`config.mk`:
```
export PLATFORM = sky130hd
export DESIGN_NAME = game_controller
export DESIGN_NICKNAME = d
export VERILOG_FILES = /design/src/rtl/game_pkg.sv /design/src/rtl/game_controller_bcd_counter4.sv /design/src/rtl/game_controller.sv
export SDC_FILE = /design/constraint.sdc
export NUM_CORES = 1
export LEC_CHECK = 0
export BUFFER_PORTS_ARGS = -buffer_cell sky130_fd_sc_hd__buf_2
export CAP_MARGIN = 20
export CORE_MARGIN = 10
export CORE_UTILIZATION = 35
export CTS_BUF_LIST = sky130_fd_sc_hd__clkbuf_16
export DETAILED_ROUTE_END_ITERATION = 16
export GPL_ROUTABILITY_DRIVEN = 0
export PLACE_DENSITY = 0.62
export SYNTH_ARGS = -nofsm -noshare
export SYNTH_HDL_FRONTEND = slang
export SYNTH_HIERARCHICAL = 1
export SYNTH_SLANG_ARGS = --single-unit
```
`constraint.sdc`:
```
create_clock -name clk -period 4.8 [get_ports clk]
set_input_delay 0 -clock clk [delete_from_list [all_inputs] [get_ports clk]]
set_output_delay 0 -clock clk [all_outputs]
set_load 0.02 [all_outputs]
```
`src/rtl/game_pkg.sv`:
```
// game_pkg: shared state codes and score widths for the game sequencer.
`default_nettype none

package game_pkg;

  localparam int STATE_W    = 3;
  localparam int BCD_DIGITS = 4;
  localparam int SCORE_W    = 16;

  localparam logic [STATE_W-1:0] IDLE  = 3'd0;
  localparam logic [STATE_W-1:0] READY = 3'd1;
  localparam logic [STATE_W-1:0] PLAY  = 3'd2;
  localparam logic [STATE_W-1:0] HIT   = 3'd3;
  localparam logic [STATE_W-1:0] OVER  = 3'd4;

  localparam logic [SCORE_W-1:0] SCORE_MAX = 16'h9999;

endpackage

`default_nettype wire

```
`src/rtl/game_controller_bcd_counter4.sv`:
```
// bcd_counter4: 4-digit BCD up-counter with synchronous clear, saturating at 9999.
`default_nettype none

module bcd_counter4
  import game_pkg::*;
(
  input  logic               clk,
  input  logic               reset,
  input  logic               clr,
  input  logic               inc,
  output logic [SCORE_W-1:0] value
);

  logic [SCORE_W-1:0]  value_q;
  logic [SCORE_W-1:0]  value_d;
  logic [BCD_DIGITS:0] carry;

  // At 9999 the increment is suppressed entirely so the count never wraps.
  assign carry[0] = inc & (value_q != SCORE_MAX);

  // Ripple a decimal carry through the digits: a 9 rolls to 0 and passes the carry on.
  for (genvar i = 0; i < BCD_DIGITS; i++) begin : g_digit
    logic [3:0] digit;
    assign digit              = value_q[4*i +: 4];
    assign value_d[4*i +: 4]  = carry[i] ? ((digit == 4'd9) ? 4'd0 : digit + 4'd1) : digit;
    assign carry[i+1]         = carry[i] & (digit == 4'd9);
  end

  // Score register: clear wins over increment (they never coincide in practice).
  always_ff @(posedge clk or negedge reset) begin
    if (!reset) begin
      value_q <= '0;
    end else if (clr) begin
      value_q <= '0;
    end else begin
      value_q <= value_d;
    end
  end

  assign value = value_q;

endmodule

`default_nettype wire

```
`src/rtl/game_controller.sv`:
```
// game_controller: round sequencer (idle/ready/play/hit/over) with BCD score and high score.
`default_nettype none

module game_controller
  import game_pkg::*;
#(
  parameter int START_DELAY = 60,
  parameter int HIT_FREEZE  = 90
) (
  input  logic               clk,
  input  logic               reset,
  input  logic               frame_tick,
  input  logic               start,
  input  logic               score_get,
  input  logic               collision,
  output logic               game_en,
  output logic               obj_clear,
  output logic [STATE_W-1:0] state,
  output logic [SCORE_W-1:0] score_bcd,
  output logic [SCORE_W-1:0] hiscore_bcd,
  output logic               new_record
);

  localparam logic [7:0] START_LOAD = 8'(START_DELAY - 1);
  localparam logic [7:0] HIT_LOAD   = 8'(HIT_FREEZE - 1);

  logic [STATE_W-1:0] state_q, state_d;
  logic [7:0]         frame_cnt_q, frame_cnt_d;
  logic               ready_first_q, ready_first_d;
  logic               sg_q;
  logic [SCORE_W-1:0] hiscore_q, hiscore_d;
  logic               new_record_q, new_record_d;
  logic               score_clr;
  logic               score_inc;
  logic [SCORE_W-1:0] score_q;

  bcd_counter4 u_score (
    .clk   (clk),
    .reset (reset),
    .clr   (score_clr),
    .inc   (score_inc),
    .value (score_q)
  );

  // State register plus the round bookkeeping that moves with it.
  always_ff @(posedge clk or negedge reset) begin
    if (!reset) begin
      state_q       <= IDLE;
      frame_cnt_q   <= '0;
      ready_first_q <= 1'b0;
      sg_q          <= 1'b0;
      hiscore_q     <= '0;
      new_record_q  <= 1'b0;
    end else begin
      state_q       <= state_d;
      frame_cnt_q   <= frame_cnt_d;
      ready_first_q <= ready_first_d;
      sg_q          <= score_get;
      hiscore_q     <= hiscore_d;
      new_record_q  <= new_record_d;
    end
  end

  // Next-state logic; start is handled before frame_tick when leaving IDLE/OVER.
  always_comb begin
    state_d       = state_q;
    frame_cnt_d   = frame_cnt_q;
    ready_first_d = 1'b0;
    hiscore_d     = hiscore_q;
    new_record_d  = new_record_q;
    score_clr     = 1'b0;
    score_inc     = 1'b0;
    case (state_q)
      IDLE, OVER: begin
        if (start) begin
          state_d       = READY;
          frame_cnt_d   = START_LOAD;
          ready_first_d = 1'b1;
          new_record_d  = 1'b0;
          score_clr     = 1'b1;
        end
      end
      READY: begin
        if (frame_tick) begin
          if (frame_cnt_q == 8'd0) state_d = PLAY;
          else                     frame_cnt_d = frame_cnt_q - 8'd1;
        end
      end
      PLAY: begin
        // A point on the same cycle as a collision is still credited.
        score_inc = score_get & ~sg_q;
        if (collision) begin
          state_d     = HIT;
          frame_cnt_d = HIT_LOAD;
        end
      end
      HIT: begin
        if (frame_tick) begin
          if (frame_cnt_q == 8'd0) begin
            state_d = OVER;
            // Packed BCD orders the same as plain binary, so an unsigned compare suffices.
            if (score_q > hiscore_q) begin
              hiscore_d    = score_q;
              new_record_d = 1'b1;
            end
          end else begin
            frame_cnt_d = frame_cnt_q - 8'd1;
          end
        end
      end
      default: state_d = IDLE;
    endcase
  end

  // Output decode from registered state; illegal codes keep the scene held.
  always_comb begin
    game_en   = 1'b0;
    obj_clear = 1'b0;
    case (state_q)
      IDLE:    obj_clear = 1'b1;
      READY:   obj_clear = ready_first_q;
      PLAY:    game_en   = 1'b1;
      HIT:     obj_clear = 1'b0;
      OVER:    obj_clear = 1'b0;
      default: obj_clear = 1'b1;
    endcase
  end

  assign state       = state_q;
  assign score_bcd   = score_q;
  assign hiscore_bcd = hiscore_q;
  assign new_record  = new_record_q;

endmodule

`default_nettype wire

```
==> metrics.md, run 1 <==
| Metric | Value |
|---|---|
| Post-synth net total | `306` |
| Core box area | `7770 um2` |
| Antenna Violating Nets Remaining | `0` |
| CP max FO | `17` |
| Non-Filler Instances | `427` |
| TNS Setup | `0 ps` |
| Final core utilization | `0.425` |
| Area of the multi-input gates | `1530 um2` |
| TritonCTS Sinks | `46` |
| CTS clk-pin slew, worst paths | `60 ps` |
| Relative slew slack | `0.463` |
| Cell Count Post-Placement | `416` |
| H-tree depth | `2` |
| Initial DRC count | `161` |
| FF-to-FF Start | `u_score/value[15]` |
| Synthesized area | `2820 um2` |
| Startpoint type of the worst setup path | `flop` |
| Post-synth EDFFs | `0` |
| Bufs on Longest Clock Path | `2` |
| DP Area | `3130 um2` |
| Cells after synthesis | `274` |
| Minimum clock period | `2950 ps` |
| Worst path max stage delay | `680 ps` |
| Ys Warns | `6` |
| DRC viols | `0` |
| Netlist cell types | `59` |
| # rows | `32` |
| Ports | `44` |
| Die height | `110 um` |
| Average cell area after synthesis | `10.3 um2` |
| Worst hold path type | `input port to flop` |
| Area Overhead vs Synth | `17.0%` |
| CP required | `4970 ps` |
| Setup Fix Bufs, Post-CTS | `0` |
| Via Count | `2200` |
| DR vias/cell | `5.15` |
| Global-route wire length before repair | `11100 um` |
| Number of fillers in the final layout | `777` |
| Async SR Flop Fraction | `1.00` |
| Die width | `110 um` |
| Final Max Tran Viols | `0` |
| Initial core utilization | `0.363` |
| Vias in the first global route | `2159` |
| Final instance area | `3300 um2` |
| Post-synthesis register bit count | `46` |
| Final Setup Violations | `0` |
| CP endpoint kind | `flop` |
| Antenna violations before repair | `0` |
| Cell chain of the critical path | `ha_1 > nand4_2 > or4_1 > a21o_1 > a31oi_4 > mux2_2` |
| Unrepaired setup endpoints after global routing | `false` |
| Slowest CP cell | `a31oi_4` |
| Fraction of layout instances using a drive strength above 1 | `0.246` |
| Top_reg_cell synth | `dfrtp_1` |
| Leak | `1.66 nW` |
| Final Hold Violating Endpoints | `0` |
| Antenna cells | `0` |
| Status | `finished clean` |
| Final WL | `6830 um` |
| Wire per inst | `16.0 um` |
| Max IR drop VDD | `0.000146 V` |
| CP Class | `flop to flop` |
| PwrDens | `331 nW/um2` |
| Largest net degree at the start of global routing | `47` |
| Hpwl dp | `5050 um` |
| GRT Total Usage | `0.115` |
| Pwr Total | `1.09 mW` |
| PortBufs | `43` |
| CTS buffer count | `5` |
| Skew final | `5.91 ps` |
| Gr ovfl total | `0` |
| Max cap viols | `0` |
| Arrival time worst endpoint | `3120 ps` |
| Fin crit share | `0.614` |
| Total Nets Final | `356` |
| Register area | `1150 um2` |
| CP Launch Point | `u_score/value[15]` |
| Die area | `12100 um2` |
| First-pass iteration count of the detailed router | `4` |
| Fmax | `0.339 GHz` |
| Register area share after synthesis | `0.408` |
| Least-Margin Pin Slew | `805 ps` |
| CTS tree | `built` |
| Hold Startpoint | `collision` |
| Clk_lat worst skew | `290 ps` |
| Root buffer cell | `clkbuf_16` |
-- path summary, 6_finish.rpt --
check / endpoint / slack (ps) / depth (start not counted)
setup / recovery: hiscore_bcd[2] / 1850 / 6
hold / removal: frame_cnt_q[5] / 10 / 3
setup reg to reg: hiscore_bcd[2] / 1850 / 6
hold reg to reg: frame_cnt_q[4] / 490 / 1
max in group asynchronous: u_score/value[5] / 4040 / 3
min in group asynchronous: frame_cnt_q[7] / 330 / 3
-- what timing repair did --
| item | CTS | global route |
|---|---|---|
| hold endpoints to repair | 48 | 0 |
| hold buffers | 3 | 0 |
| resized for setup | 0 | 0 |
-- worst max-delay path: cells and delay by family, from the launching register on --
family	cells	cell delay (ps)
mux	1	410
simple gates	2	720
flops	1	440
fa+ha+maj	1	370
compound gates	2	880
-- routing by layer --
metal / vias to the layer above / GRT usage / part of all wire
met5: - / 0 / 0
met1: 1069 / 0.149 / 0.46
met4: 0 / 0.0270 / 0.0083
met2: 43 / 0.188 / 0.48
li1: 1082 / - / -
met3: 6 / 0.0310 / 0.049
-- cell type report --
cell class,instances,share of cell area
clock buffer,5,0.0379
tap,102,0.0387
multi-input combinational,198,0.464
sequential,46,0.349
clock inverter,3,0.00379
timing repair buffer,48,0.0788
inverter,25,0.0284
-- stage by stage --
step,setup WS (ps),hold WS [ps]
after floorplan,2170,-296
after global placement,1970,132
after detailed placement,1860,128
after CTS,1840,7.72
after global routing,1750,9.36
final,1850,12.3
-- cells in the mapped netlist (2+ instances only) --
cell	count	area, um2
ha_1	26	325
o211ai_1	2	15.0
nor3_1	8	40.0
a21o_1	2	15.0
and2_1	2	12.5
nor2_1	21	78.8
clkbuf_1	2	7.51
nand4_1	3	18.8
dfrtp_1	46	1150
o21ai_0	11	55.1
inv_1	25	93.8
nand2b_1	2	12.5
mux2_2	7	78.8
mux2i_1	3	30.0
nor3b_1	3	22.5
o31ai_1	3	22.5
nor2b_1	5	31.3
nand2_1	17	63.8
mux2_4	9	135
and3b_1	2	17.5
nand3_1	7	35.0
nand3b_1	5	37.5
a22o_1	3	26.3
a31oi_1	2	12.5
xor2_1	2	17.5
or4_1	2	15.0
xnor2_1	2	17.5
a21oi_1	21	105
-- registers in the layout, summed over array words and instances, names as in the netlist --
name / count
hiscore_bcd: 16
state: 3
ready_first_q: 1
frame_cnt_q: 8
u_score/value: 16
sg_q: 1
new_record: 1
-- logic make-up after synthesis --
kind of cell,count (synthesis),share of synthesized area
and+or+nand+nor,92,0.196
xor gates and xnor gates,4,0.0124
muxes,19,0.0865
adders and majority gates,26,0.115
DFF,46,0.408
AOI/OAI and AO/OA,57,0.133
buffers and inverters,30,0.0497
-- placed cells by master, fill, tap and decap left out, types with 3 or more instances in the layout --
cell            n
nor2b_1         5
nand3b_1        5
a22o_1          3
nand3_1         7
mux2_2          7
a21oi_1        21
ha_1           26
dlygate4sd3_1   3
dfrtp_1        46
nor2_1         21
nand2_1        17
nor3_1          8
buf_2          43
nor3b_1         3
mux2_4          9
o21ai_0        11
inv_1          26
mux2i_1         3
o31ai_1         3
clkbuf_16       5
nand4_1         3
-- report_power, final --
group	switching, mW	internal [mW]	leakage (nW)
Combinational	0.162	0.112	0.975
Clock	0.144	0.189	0.0724
Sequential	0.0547	0.429	0.613
Note: power is estimated with default switching activity, not from simulation.
==> run 2: changes to the inputs <==
--- a/config.mk
+++ b/config.mk
@@ -5,6 +5,7 @@
 export SDC_FILE = /design/constraint.sdc
 export NUM_CORES = 1
 export LEC_CHECK = 0
+export ABC_AREA = 1
 export BUFFER_PORTS_ARGS = -buffer_cell sky130_fd_sc_hd__buf_2
 export CAP_MARGIN = 20
 export CORE_MARGIN = 10
@@ -12,7 +13,7 @@
 export CTS_BUF_LIST = sky130_fd_sc_hd__clkbuf_16
 export DETAILED_ROUTE_END_ITERATION = 16
 export GPL_ROUTABILITY_DRIVEN = 0
-export PLACE_DENSITY = 0.62
+export PLACE_DENSITY = 0.61
 export SYNTH_ARGS = -nofsm -noshare
 export SYNTH_HDL_FRONTEND = slang
 export SYNTH_HIERARCHICAL = 1
==> constraint.sdc (replaced) <==
create_clock -name clk -period 2.85 [get_ports clk]
set_input_delay 0 -clock clk [delete_from_list [all_inputs] [get_ports clk]]
set_output_delay 0 -clock clk [all_outputs]
set_load 0.02 [all_outputs]
==> run 2 against run 1 <==
Clock power increased by 68%. Design area increased by 5.5%. Non-clock buffer count decreased by 1. Sequential share of layout area decreased by 1.8 points. Register-to-register slack got worse by 1100 ps. Sequential power increased by 130%. Global-route usage increased by 0.66 points.
==> metrics.md, run 2 <==
| Metric | Value |
|---|---|
| Status | `finished clean` |
| Antenna violations before repair | `0` |
| Synth top area share | `0.383` |
| Max cap viols | `0` |
| Die width | `113 um` |
| Commonest non-fill, non-tap cells in the layout | `nand2_1, dfrtp_1, inv_1` |
| Vias in the first global route | `2654` |
| PwrDens | `1010 nW/um2` |
| Cells after synthesis | `389` |
| First-pass iteration count of the detailed router | `4` |
| CP Class | `flop to flop` |
| CP endpoint kind | `flop` |
| Bufs on Longest Clock Path | `2` |
| Comb power frac | `0.522` |
| CP Depth | `10` |
| Gr ovfl total | `0` |
| TNS Setup | `0 ps` |
| Root buffer cell | `clkbuf_16` |
| PortBufs | `43` |
| GRT Total Usage | `0.122` |
| Least-Margin Pin Slew | `695 ps` |
| Pwr Total | `3.51 mW` |
| DP Area | `3320 um2` |
| Switch Pwr | `1.73 mW` |
| Max IR drop VDD | `0.000442 V` |
| Die area | `12700 um2` |
| Area leader, netlist | `dfrtp_1` |
| Delay-heaviest family, CP | `simple AND/OR/NAND/NOR gates` |
| Cell with the most instances after synthesis | `nand2_1` |
| Wire per inst | `13.6 um` |
| Worst path max stage delay | `460 ps` |
| Final instance area | `3480 um2` |
| Flop pwr share | `0.319` |
| Dominant cells by area after synthesis | `dfrtp_1, nand2_1, ha_1` |
| Clk_lat worst skew | `280 ps` |
| Antenna cells | `0` |
| R2R Setup Slk | `740 ps` |
| Final WL | `7420 um` |
| Final core utilization | `0.420` |
| DRC viols | `0` |
| Setup Fix Bufs, Post-CTS | `0` |
| CTS buffer count | `5` |
| Skew final | `7.93 ps` |
| Via Count | `2619` |
| Ports | `44` |
| Leak | `1.92 nW` |
| Core box area | `8300 um2` |
| Fmax | `0.473 GHz` |
| Final Setup Violations | `0` |
| Switching Share | `0.493` |
| Antenna Violating Nets Remaining | `0` |
| Die height | `113 um` |
| Minimum clock period | `2110 ps` |
| Post-synthesis register bit count | `46` |
| Worst hold path type | `input port to flop` |
| Hpwl dp | `5600 um` |
| Slowest CP cell | `dfrtp_1` |
| Initial DRC count | `123` |
| Ys Warns | `6` |
| Hold Startpoint | `start` |
| Unrepaired setup endpoints after global routing | `false` |
| H-tree depth | `2` |
| CP max FO | `17` |
| WHS Path Cells | `4` |
| Largest net degree at the start of global routing | `30` |
| CP most frequent cell | `nand2_1` |
| Post-synth EDFFs | `0` |
| Most frequent cells after synthesis | `nand2_1, dfrtp_1, inv_1` |
| Startpoint type of the worst setup path | `flop` |
| Critical R2R Capture | `hiscore_bcd[3]` |
| # rows | `33` |
| Global-route wire length before repair | `13000 um` |
| Top_reg_cell synth | `dfrtp_1` |
| Initial core utilization | `0.362` |
| Clock power frac | `0.159` |
| Fin crit share | `0.742` |
| Area Overhead vs Synth | `16.0%` |
| CTS clk-pin slew, worst paths | `60 ps` |
| TritonCTS Sinks | `46` |
| Arrival time worst endpoint | `2280 ps` |
| DR vias/cell | `4.81` |
| Number of fillers in the final layout | `853` |
| WP buf/inv | `1` |
| CTS tree | `built` |
| CP required | `3020 ps` |
| Reg2Reg Depth | `10` |
| Average cell area after synthesis | `7.72 um2` |
| Register area share after synthesis | `0.383` |
| Total Nets Final | `470` |
| Post-synth net total | `421` |
| Commonest non-fill, non-tap cell in the layout | `nand2_1` |
| Netlist cell types | `30` |
| Cell chain of the critical path | `ha_1 > nand2_1 > nor2_1 > nand2_1 > clkinv_1 > nand2_1 > nand2_2 > nand2_4 > nand2_1 > nand2_1` |
| Internal Power | `1.78 mW` |
| Final Max Tran Viols | `0` |
| Fraction of layout instances using a drive strength above 1 | `0.196` |
| Synthesized area | `3000 um2` |
| Final Hold Violating Endpoints | `0` |
| Relative slew slack | `0.537` |
| Worst Hold End | `new_record` |
| FF-to-FF Start | `u_score/value[15]` |
| Async SR Flop Fraction | `1.00` |
==> run 2: power by group through the flow <==
stage,Clock [mW],Sequential [mW],Combinational [mW]
global placement,0,1.13,1.81
CTS,0.576,1.12,1.85
finish,0.558,1.12,1.83
global route,0.606,1.17,2.13
detailed placement,0,1.13,1.84
floorplan,0,1.22,1.21
==> run 2: cell type report <==
class                           count  area (um2)  area share
Clock inverter                      3        12.5     0.00359
Multi-Input combinational cell    286        1620       0.464
Timing Repair Buffer               47         250      0.0719
Sequential cell                    46        1150       0.331
Clock buffer                        5         125      0.0359
Inverter                           52         195      0.0561
Tap cell                          105         131      0.0377
==> run 2: worst max-delay path by stage <==
| stage | start | endpoint | slack, ps |
|---|---|---|---|
| 4_1_cts | u_score/value[14] | hiscore_bcd[14] | 710 |
| 6_report | u_score/value[15] | hiscore_bcd[3] | 740 |
| 2_1_floorplan | state[2] | u_score/value[14] | 1060 |
| 5_1_grt | u_score/value[7] | hiscore_bcd[3] | 540 |
| 3_5_place_dp | u_score/value[14] | hiscore_bcd[3] | 730 |
| 3_3_place_gp | u_score/value[14] | hiscore_bcd[5] | 760 |
==> run 2: repair_timing <==
item                                    CTS  global route
gates resized for setup                   0             0
hold buffers                              2             0
endpoints found under the hold margin    29             0
endpoints found under the setup margin    0             0
==> run 2: metrics by stage <==
step	instances	setup slack [ps]	hold slack, ps
2_1_floorplan	389	1060	-296
3_3_place_gp	534	761	73.6
3_5_place_dp	534	725	84.3
4_1_cts	544	709	84.7
5_1_grt	544	537	119
6_report	544	735	80.5
==> run 2: per-layer routing <==
| layer | wire length (um) | track usage | vias up | part of all wire |
|---|---|---|---|---|
| li1 | - | - | 1343 | - |
| met1 | 3330 | 0.154 | 1224 | 0.45 |
| met2 | 3610 | 0.201 | 47 | 0.49 |
| met3 | 396 | 0.0298 | 5 | 0.053 |
| met4 | 78 | 0.0330 | 0 | 0.011 |
| met5 | 0 | 0 | - | 0 |
==> run 2: kinds of logic after synthesis <==
logic type                 count (synthesis)  synth area share
AOI/OAI and AO/OA                         30            0.0534
xor gates and xnor gates                  11            0.0321
adders and majority gates                 26             0.108
buffers and inverters                     57            0.0779
DFF                                       46             0.383
and+or+nand+nor                          219             0.345
==> run 2: tightest hold or removal path: stages <==
cell and delay, ps:
buf_2 100, inv_1 80, o21ai_0 90, nand2_1 60
